<file path="src/rtl/imm_assemble_reg_pkg.sv">
// Shared types, widths and helpers for the immediate-assembly stage.
package imm_pkg;

    localparam int IMM_WIDTH = 16;
    localparam int IMM_HALF  = 8;

    typedef enum logic {
        IDLE = 1'b0,
        HOLD = 1'b1
    } imm_state_t;

    // Zero-extend a lone low-byte immediate to the full constant width.
    function automatic logic [IMM_WIDTH-1:0] zext8(input logic [IMM_HALF-1:0] lower);
        return {8'h00, lower};
    endfunction

endpackage

</file>
<file path="src/rtl/imm_assemble_reg_if.sv">
// Input/output handshake bundle for imm_assemble_reg.
interface imm_assemble_reg_if #(
    parameter int WIDTH = 16,
    parameter int HALF  = 8
);
    logic             flush;
    logic             upper_valid;
    logic [WIDTH-1:0] upper_in;
    logic             lower_valid;
    logic [HALF-1:0]  lower_in;
    logic             in_ready;
    logic             out_valid;
    logic [WIDTH-1:0] out_data;
    logic             out_ready;
    logic             busy;

    modport master (
        output flush, upper_valid, upper_in, lower_valid, lower_in, out_ready,
        input  in_ready, out_valid, out_data, busy
    );

    modport slave (
        input  flush, upper_valid, upper_in, lower_valid, lower_in, out_ready,
        output in_ready, out_valid, out_data, busy
    );
endinterface

</file>
<file path="src/rtl/imm_assemble_reg_out_slot.sv">
// Single-entry registered valid/ready output slot.
module imm_out_slot #(
    parameter int WIDTH = 16
) (
    input  logic             clk,
    input  logic             reset_n,
    input  logic             flush,
    input  logic             load,
    input  logic [WIDTH-1:0] load_data,
    input  logic             out_ready,
    output logic             out_valid,
    output logic [WIDTH-1:0] out_data,
    output logic             in_ready
);
    logic             r_valid;
    logic [WIDTH-1:0] r_data;

    assign in_ready  = !r_valid | out_ready;
    assign out_valid = r_valid;
    assign out_data  = r_data;

    // Slot occupancy: flush empties, load (re)fills, a transfer without load empties.
    always_ff @(posedge clk or negedge reset_n) begin
        if (!reset_n) begin
            r_valid <= 1'b0;
            r_data  <= '0;
        end else if (flush) begin
            r_valid <= 1'b0;
        end else if (load) begin
            r_valid <= 1'b1;
            r_data  <= load_data;
        end else if (out_ready) begin
            r_valid <= 1'b0;
        end
    end
endmodule

</file>
<file path="src/rtl/imm_assemble_reg.sv">
// Merges an upper-immediate byte with the following low byte into a 16-bit
// constant; lone low bytes are zero-extended, lone uppers time out.
module imm_assemble_reg
    import imm_pkg::*;
#(
    parameter int WIDTH   = IMM_WIDTH,
    parameter int HALF    = IMM_HALF,
    parameter int TIMEOUT = 4
) (
    input  logic               clk,
    input  logic               reset_n,
    imm_assemble_reg_if.slave  bus
);
    localparam logic [3:0] CNT_LAST = 4'(TIMEOUT - 1);

    imm_state_t       r_state;
    logic [HALF-1:0]  r_held;
    logic [3:0]       r_cnt;

    logic             w_in_ready;
    logic             w_acc_u;
    logic             w_acc_l;
    logic             w_load;
    logic [WIDTH-1:0] w_load_data;
    logic [HALF-1:0]  w_upper_hi;
    logic             w_unused_upper_lo;

    assign w_upper_hi        = bus.upper_in[WIDTH-1:HALF];
    assign w_unused_upper_lo = ^bus.upper_in[HALF-1:0];
    assign w_acc_u           = bus.upper_valid & w_in_ready;
    assign w_acc_l           = bus.lower_valid & w_in_ready;
    assign bus.in_ready      = w_in_ready;
    assign bus.busy          = (r_state == HOLD);

    // Merge mux: decide whether this cycle completes a constant and what it is.
    always_comb begin
        w_load      = 1'b0;
        w_load_data = '0;
        if (!bus.flush) begin
            case (r_state)
                IDLE: begin
                    if (w_acc_l) begin
                        w_load      = 1'b1;
                        w_load_data = w_acc_u ? {w_upper_hi, bus.lower_in} : zext8(bus.lower_in);
                    end
                end
                HOLD: begin
                    if (w_acc_l) begin
                        w_load      = 1'b1;
                        w_load_data = w_acc_u ? {w_upper_hi, bus.lower_in} : {r_held, bus.lower_in};
                    end else if (!w_acc_u && r_cnt == CNT_LAST && w_in_ready) begin
                        w_load      = 1'b1;
                        w_load_data = {r_held, {HALF{1'b0}}};
                    end
                end
                default: ;
            endcase
        end
    end

    // FSM and wait counter; counter saturates at CNT_LAST while the slot is busy.
    always_ff @(posedge clk or negedge reset_n) begin
        if (!reset_n) begin
            r_state <= IDLE;
            r_held  <= '0;
            r_cnt   <= '0;
        end else if (bus.flush) begin
            r_state <= IDLE;
            r_cnt   <= '0;
        end else begin
            case (r_state)
                IDLE: begin
                    if (w_acc_u && !w_acc_l) begin
                        r_held  <= w_upper_hi;
                        r_cnt   <= '0;
                        r_state <= HOLD;
                    end
                end
                HOLD: begin
                    if (w_acc_l) begin
                        r_state <= IDLE;
                    end else if (w_acc_u) begin
                        r_held <= w_upper_hi;
                        r_cnt  <= '0;
                    end else if (r_cnt == CNT_LAST) begin
                        if (w_in_ready) begin
                            r_state <= IDLE;
                        end
                    end else begin
                        r_cnt <= r_cnt + 4'd1;
                    end
                end
                default: r_state <= IDLE;
            endcase
        end
    end

    imm_out_slot #(
        .WIDTH(WIDTH)
    ) u_slot (
        .clk       (clk),
        .reset_n   (reset_n),
        .flush     (bus.flush),
        .load      (w_load),
        .load_data (w_load_data),
        .out_ready (bus.out_ready),
        .out_valid (bus.out_valid),
        .out_data  (bus.out_data),
        .in_ready  (w_in_ready)
    );
endmodule

</file>
<file path="src/flat_wrapper.sv">
// flat-port wrapper written by rule: the top's interface ports become plain ports
module imm_assemble_reg_flat import imm_pkg::*;
#(
    parameter int WIDTH   = IMM_WIDTH,
    parameter int HALF    = IMM_HALF,
    parameter int TIMEOUT = 4
)
  (clk, reset_n, bus_flush, bus_upper_valid, bus_upper_in, bus_lower_valid, bus_lower_in, bus_out_ready, bus_in_ready, bus_out_valid, bus_out_data, bus_busy);
  imm_assemble_reg_if #(.WIDTH(WIDTH), .HALF(HALF)) bus_i ();
  input  logic clk;
  input  logic reset_n;
  input wire logic [$bits(bus_i.flush)-1:0] bus_flush;
  input wire logic [$bits(bus_i.upper_valid)-1:0] bus_upper_valid;
  input wire logic [$bits(bus_i.upper_in)-1:0] bus_upper_in;
  input wire logic [$bits(bus_i.lower_valid)-1:0] bus_lower_valid;
  input wire logic [$bits(bus_i.lower_in)-1:0] bus_lower_in;
  input wire logic [$bits(bus_i.out_ready)-1:0] bus_out_ready;
  output wire logic [$bits(bus_i.in_ready)-1:0] bus_in_ready;
  output wire logic [$bits(bus_i.out_valid)-1:0] bus_out_valid;
  output wire logic [$bits(bus_i.out_data)-1:0] bus_out_data;
  output wire logic [$bits(bus_i.busy)-1:0] bus_busy;
  assign bus_i.flush = bus_flush;
  assign bus_i.upper_valid = bus_upper_valid;
  assign bus_i.upper_in = bus_upper_in;
  assign bus_i.lower_valid = bus_lower_valid;
  assign bus_i.lower_in = bus_lower_in;
  assign bus_i.out_ready = bus_out_ready;
  assign bus_in_ready = bus_i.in_ready;
  assign bus_out_valid = bus_i.out_valid;
  assign bus_out_data = bus_i.out_data;
  assign bus_busy = bus_i.busy;
  imm_assemble_reg #(.WIDTH(WIDTH), .HALF(HALF), .TIMEOUT(TIMEOUT)) u_core (.clk(clk), .reset_n(reset_n), .bus(bus_i));
endmodule
</file>
<file path="config.mk">
export PLATFORM = sky130hd
export DESIGN_NAME = imm_assemble_reg_flat
export DESIGN_NICKNAME = d
export VERILOG_FILES = /design/src/rtl/imm_assemble_reg_pkg.sv /design/src/rtl/imm_assemble_reg_if.sv /design/src/rtl/imm_assemble_reg_out_slot.sv /design/src/rtl/imm_assemble_reg.sv /design/src/flat_wrapper.sv
export SDC_FILE = /design/constraint.sdc
export NUM_CORES = 1
export LEC_CHECK = 0
export BUFFER_PORTS_ARGS = -buffer_cell sky130_fd_sc_hd__buf_2
export CORE_MARGIN = 2
export CORE_UTILIZATION = 30
export CTS_BUF_LIST = sky130_fd_sc_hd__clkbuf_2
export CTS_CLUSTER_SIZE = 10
export DETAILED_ROUTE_END_ITERATION = 10
export SYNTH_ARGS = -nofsm -noshare
export SYNTH_HDL_FRONTEND = slang
export SYNTH_SLANG_ARGS = --single-unit
</file>
<file path="constraint.sdc">
create_clock -name clk -period 2.8 [get_ports clk]
set_clock_uncertainty 0.05 [all_clocks]
set_input_delay 0.28 -clock clk [delete_from_list [all_inputs] [get_ports clk]]
set_output_delay 0.28 -clock clk [all_outputs]
set_load 0.01 [all_outputs]
</file>
### After elaboration in Yosys (flattened, before gate mapping)

Cells that the tools add are included.

* word-level logic and storage cells: 59
* bits of input ports: 30
* output and inout port bits: 19
* register bits: 30

* add/subtract/negate cells: 1
* mux-type cells: 31
* reductions and logical operators: 10
* bitwise operators: 5
* equality and inequality tests: 7

Operator list (count)
* 16-bit 2-to-1 mux: 5
* 16-bit case mux with 2 select lines: 1
* 8-bit 2-to-1 mux: 3
* 4-bit 2-to-1 mux: 5
* 8-bit case mux with 2 select lines: 1
* 1-bit 2-to-1 mux: 13
* 4-bit case mux with 2 select lines: 1
* 4-bit by 1-bit adder with 4-bit output (second input constant): 1
* 4-bit by 2-bit == test with 1-bit output (second input constant): 1
* 2-bit != test (second input constant): 2
* 4-bit != test (second input constant): 1
* 1-bit case mux with 2 select lines: 2
* 4-bit AND reduction: 1
* 1-bit logical AND: 3
* 1-bit logical NOT: 3
* 3-bit by 2-bit != test with 1-bit output (second input constant): 1
* 3-bit != test (second input constant): 1
* 3-bit AND reduction: 1
* 3-bit nonzero test: 1
* 1-bit AND: 2
* 2-bit by 1-bit != test with 1-bit output (second input constant): 1
* 1-bit inverter: 2
* 2-bit AND reduction: 1
* 1-bit OR: 1

### Logic depth before layout (Yosys ltp)

* depth in word-level cells: 12
* mapped depth: 6
* depth with buffers taken out: 5

### Hierarchy

A second synthesis with hierarchy kept.

* cell total of the unflattened synthesis: 116
* area, all modules: 1502.7 µm²

Modules (own cells, without submodules)
* imm_assemble_reg: times used 1, cells each 77, area each 799.5 µm²
* imm_out_slot: times used 1, cells each 39, area each 703.2 µm²

### Worst setup path before layout

Ideal clock, no wire load.

* path kind: register to register
* start: register u_core.r_cnt[2]
* end: register u_core.u_slot.r_data[8], in the netlist u_core.u_slot.out_data[8]
* cell stages (with the launch flop): 6
* data required time: 2.669 ns
* data arrival time: 1.620 ns
* slack: 1.048 ns
* path through: dfrtp_1 -> or3_4 -> a2111oi_4 -> buf_6 -> nor2_1 -> a31oi_2

* cells in the longest elaborated chain, start to end: 8
* elaborated cells between the ends (all ways): 11
* classes of those cells: eq/ne (1); mux (7); reduce/logical (3)

Ends and longest elaborated chain
* start: declaration: RTL line imm_assemble_reg.sv:18 `logic [3:0] r_cnt;`
* start signal: assignment: RTL line imm_assemble_reg.sv:90 `r_cnt <= r_cnt + 4'd1;`
* 4-bit by 2-bit == test with 1-bit output *: RTL line imm_assemble_reg.sv:51 `end else if (!w_acc_u && r_cnt == CNT_LAST && w_in_ready) begin`
* 1-bit logical AND * (2 in a row): RTL line imm_assemble_reg.sv:51
* 1-bit 2-to-1 mux: RTL line imm_assemble_reg.sv:51
* 1-bit 2-to-1 mux: RTL line imm_assemble_reg.sv:48 `if (w_acc_l) begin`
* 1-bit case mux with 2 select lines: RTL line imm_assemble_reg.sv:40 `case (r_state)`
* 1-bit 2-to-1 mux: RTL line imm_assemble_reg.sv:39 `if (!bus.flush) begin`
* 2-bit AND reduction (no source line)
* end signal: assignment: RTL line imm_assemble_reg_out_slot.sv:31 `r_data <= load_data;`
* end: declaration: RTL line imm_assemble_reg_out_slot.sv:16 `logic [WIDTH-1:0] r_data;`

Mark *: on every way between the ends. The rest lies on a longest branch, timed or not.
A chain may end at the register's enable or synchronous reset.

### Final worst setup path

* start: register u_core.u_slot.r_valid, in the netlist u_core.u_slot.out_valid
* end: output bus_in_ready

* cells in the longest elaborated chain, start to end: 2

Ends and longest elaborated chain
* start: declaration: RTL line imm_assemble_reg_out_slot.sv:15 `logic r_valid;`
* start signal: assignment: RTL line imm_assemble_reg_out_slot.sv:25 `r_valid <= 1'b0;`
* start signal: assignment: RTL line imm_assemble_reg_out_slot.sv:28 `r_valid <= 1'b0;`
* start signal: assignment: RTL line imm_assemble_reg_out_slot.sv:30 `r_valid <= 1'b1;`
* 1-bit logical NOT: RTL line imm_assemble_reg_out_slot.sv:18 `assign in_ready = !r_valid | out_ready;`
* 1-bit OR: RTL line imm_assemble_reg_out_slot.sv:18
* end: declaration: RTL line flat_wrapper.sv:18 `output wire logic [$bits(bus_i.in_ready)-1:0] bus_in_ready;`

Every way passes these cells.

==> impl_metrics.ini <==
[place]
post-dp-hpwl_microns = 2330
port_buffers = 40
placed_cells = 209
gp_congestion = 0.857

[setup_path]
crit_path_end_kind = primary output
cp.required_ns = 2.47
start_kind = register
critPathMaxStageDelay_ns = 0.60
worstSetupPathType = register to primary output
crit_path_start = u_core.u_slot.out_valid
r2r-start = u_core.u_slot.out_valid
worstPathArrival_ns = 1.96
path_cells = nor2b_1 -> inv_1 -> buf_2
cp_max_fo = 13
slowest_stage = nor2b_1

[power_and_ir_drop]
pwr-share-seq_pct = 56.6
p_per_area_mw_per_mm2 = 567
switching_share_pct = 30.6
combPwrFrac_pct = 21.8
ir_drop_mv = 0.237
p_clk_share_pct = 21.6
p_leak_uw = 0.000743
internal_power_uw = 659
p_switching_uw = 290

[global_routing]
grt-ovfl-total = 0
grt_util_all_layers_pct = 13.1
grt_antenna_before_repair = 0
grt_pass1_wl_microns = 5270
grt_pass1_vias = 1089
grt_max_degree = 31

[logic_synthesis]
syn_area_sq_mm = 0.00140
synth-main-ff-cell = dfrtp_1
ys_ff_latch = 30
synthArstFlopShare_pct = 100
synth_area_leaders = dfrtp_1, mux2_2, a22o_1, nor2_1, nand3_1
yosysUniqueCellTypes = 30
synth_top_area_share_pct = 53.7
synth.most_common_cell = dfrtp_1
ys_warn_count = 0
yosysSeqAreaShare_pct = 53.7
postSynthCellCount = 125
syn_avg_cell_area_sq_um = 11.2
syn_nets = 156
synth_common_cells = dfrtp_1, nor2_1, nand3_1
synth_edf_count = 0
yosys.area.top_type = dfrtp_1

[timing]
final-max-slew-violation-count = 0
hold_violations = 0
layout_min_cycle_time_ns = 2.29
timing.final.crit_share_pct = 81.7
max-slew-margin-rel_pct = 46.0
fin_setup_tns_ns = 0
tightest_slew_ns = 0.811
rsz0062_at_grt = false
max_freq_ghz = 0.437
setup_violations = 0

[clocking]
root_buffer = clkbuf_2
cts.htree.levels = 2
cts_tree = built
cts_made_buffers = 5
cts.sinks = 30
clkTransAtPathRegs_ns = 0.15
post_cts_buffers = 0
cts_resized = 0
clock_path_buffers = 2
clkLatencyLatePin_ns = 0.36

[worst_hold_path]
min_from = bus_lower_in[7]
hold_class = primary input to register

[die]
die_w_microns = 72.3
die_h_microns = 72.3
rows = 24
io_pins = 49
initial_core_util_pct = 31.7
dieArea_sq_mm = 0.00522
core_sq_mm = 0.00441

[run]
max_cap_violations = 0

[layout]
n_antenna_cell = 0
drive_above_1_share_pct = 36.1
areaGrowthSynthToFinish_pct = 19.8
instances_no_fill = 218
nets = 196

[routing]
drc = 0
via_count = 1125
ant_nets = 0
dr.first_iter.drc_count = 50
firstDrtPassIters = 4
avgViaCountPerCell = 5.16
routed_wl_microns = 3060
avgRoutedWirePerCell_microns = 14.0

[outcome]
status = completed
[cells by family after synthesis]
family | count (synthesis) | synth area share, %
XOR/XNOR | 1 | 0.627
AND/OR/NAND/NOR | 41 | 15.9
flip-flops | 30 | 53.7
adder cells (fa/ha/maj) | 1 | 0.895
multiplexers | 9 | 7.16
buffers and inverters | 12 | 3.76
AO/OA/AOI/OAI | 31 | 17.9
[cell usage in the layout (no fill, tap or decap), types with 2 or more instances in the layout]
master and n:
o21ai_0 3, nand2_1 3, dfrtp_1 30, nand4_1 8, a31oi_2 2, mux2_2 8, a21oi_1 4, o2bb2ai_1 3
buf_2 40, clkbuf_2 6, inv_1 4, nand3_1 10, a31oi_1 6, nor2_1 14, a22o_1 8
[state kept, by name, summed over array words and instances (netlist names)]
register                 count
u_core.r_held                8
u_core.u_slot.out_data      16
u_core.r_cnt                 4
u_core.u_slot.out_valid      1
u_core.bus.busy              1
[per-layer routing]
metal	GRT usage (%)	share of wire (%)	vias up
met3	4.17	5.9	8
met4	5.66	2.2	0
met5	0	0	-
met1	15.9	43	535
li1	-	-	547
met2	21.3	49	35
[power by group through the flow]
stage | combinational [uW] | sequential, uW | clock, uW
global placement | 204 | 540 | 0
finish | 207 | 537 | 205
global route | 231 | 547 | 237
floorplan | 106 | 558 | 0
CTS | 211 | 537 | 212
detailed placement | 210 | 545 | 0
[path summary, 6_finish.rpt]
| path | to | slack, ns | depth (start not counted) |
|---|---|---|---|
| min reg2reg | u_core.u_slot.out_data[5] | 0.48 | 1 |
| max | bus_in_ready | 0.51 | 3 |
| max reg2reg | u_core.u_slot.out_data[8] | 0.66 | 5 |
| min | u_core.u_slot.out_data[7] | 0.07 | 2 |
| max in group asynchronous | u_core.r_held[4] | 1.84 | 2 |
| min in group asynchronous | u_core.u_slot.out_data[7] | 0.42 | 2 |
[worst max-delay path: cells and delay by family, from the launching register on]
kind          cells  cell delay [ns]
simple gates      1             0.60
buf+inv           2             0.64
flops             1             0.36
[layout make-up]
| type | count | area [sq um] |
|---|---|---|
| sequential | 30 | 751 |
| tap | 52 | 65.1 |
| multi-input combinational | 83 | 594 |
| fill | 425 | 2740 |
| timing repair buffer | 41 | 210 |
| clock buffer | 6 | 30.0 |
| clock inverter | 2 | 8.76 |
| inverter | 4 | 15.0 |
[repair_timing]
action                                  4_1_cts  5_1_grt
endpoints found under the setup margin        0        0
hold buffers                                  1        0
hold endpoints to repair                     30        0
[per-stage QoR]
step                      power (uW)  setup WS, ns  hold WS (ns)  area [sq um]  util (%)
after floorplan                  664          1.05       -0.0656          1400         -
after global placement           744         0.726         0.281          1630      36.8
after detailed placement         755         0.695         0.302          1630      36.8
after CTS                        960         0.510        0.0556          1670      37.9
after global routing            1010         0.368        0.0500          1670      37.9
final                            949         0.512        0.0701          1670      37.9
(Power assumes the default switching activity.)
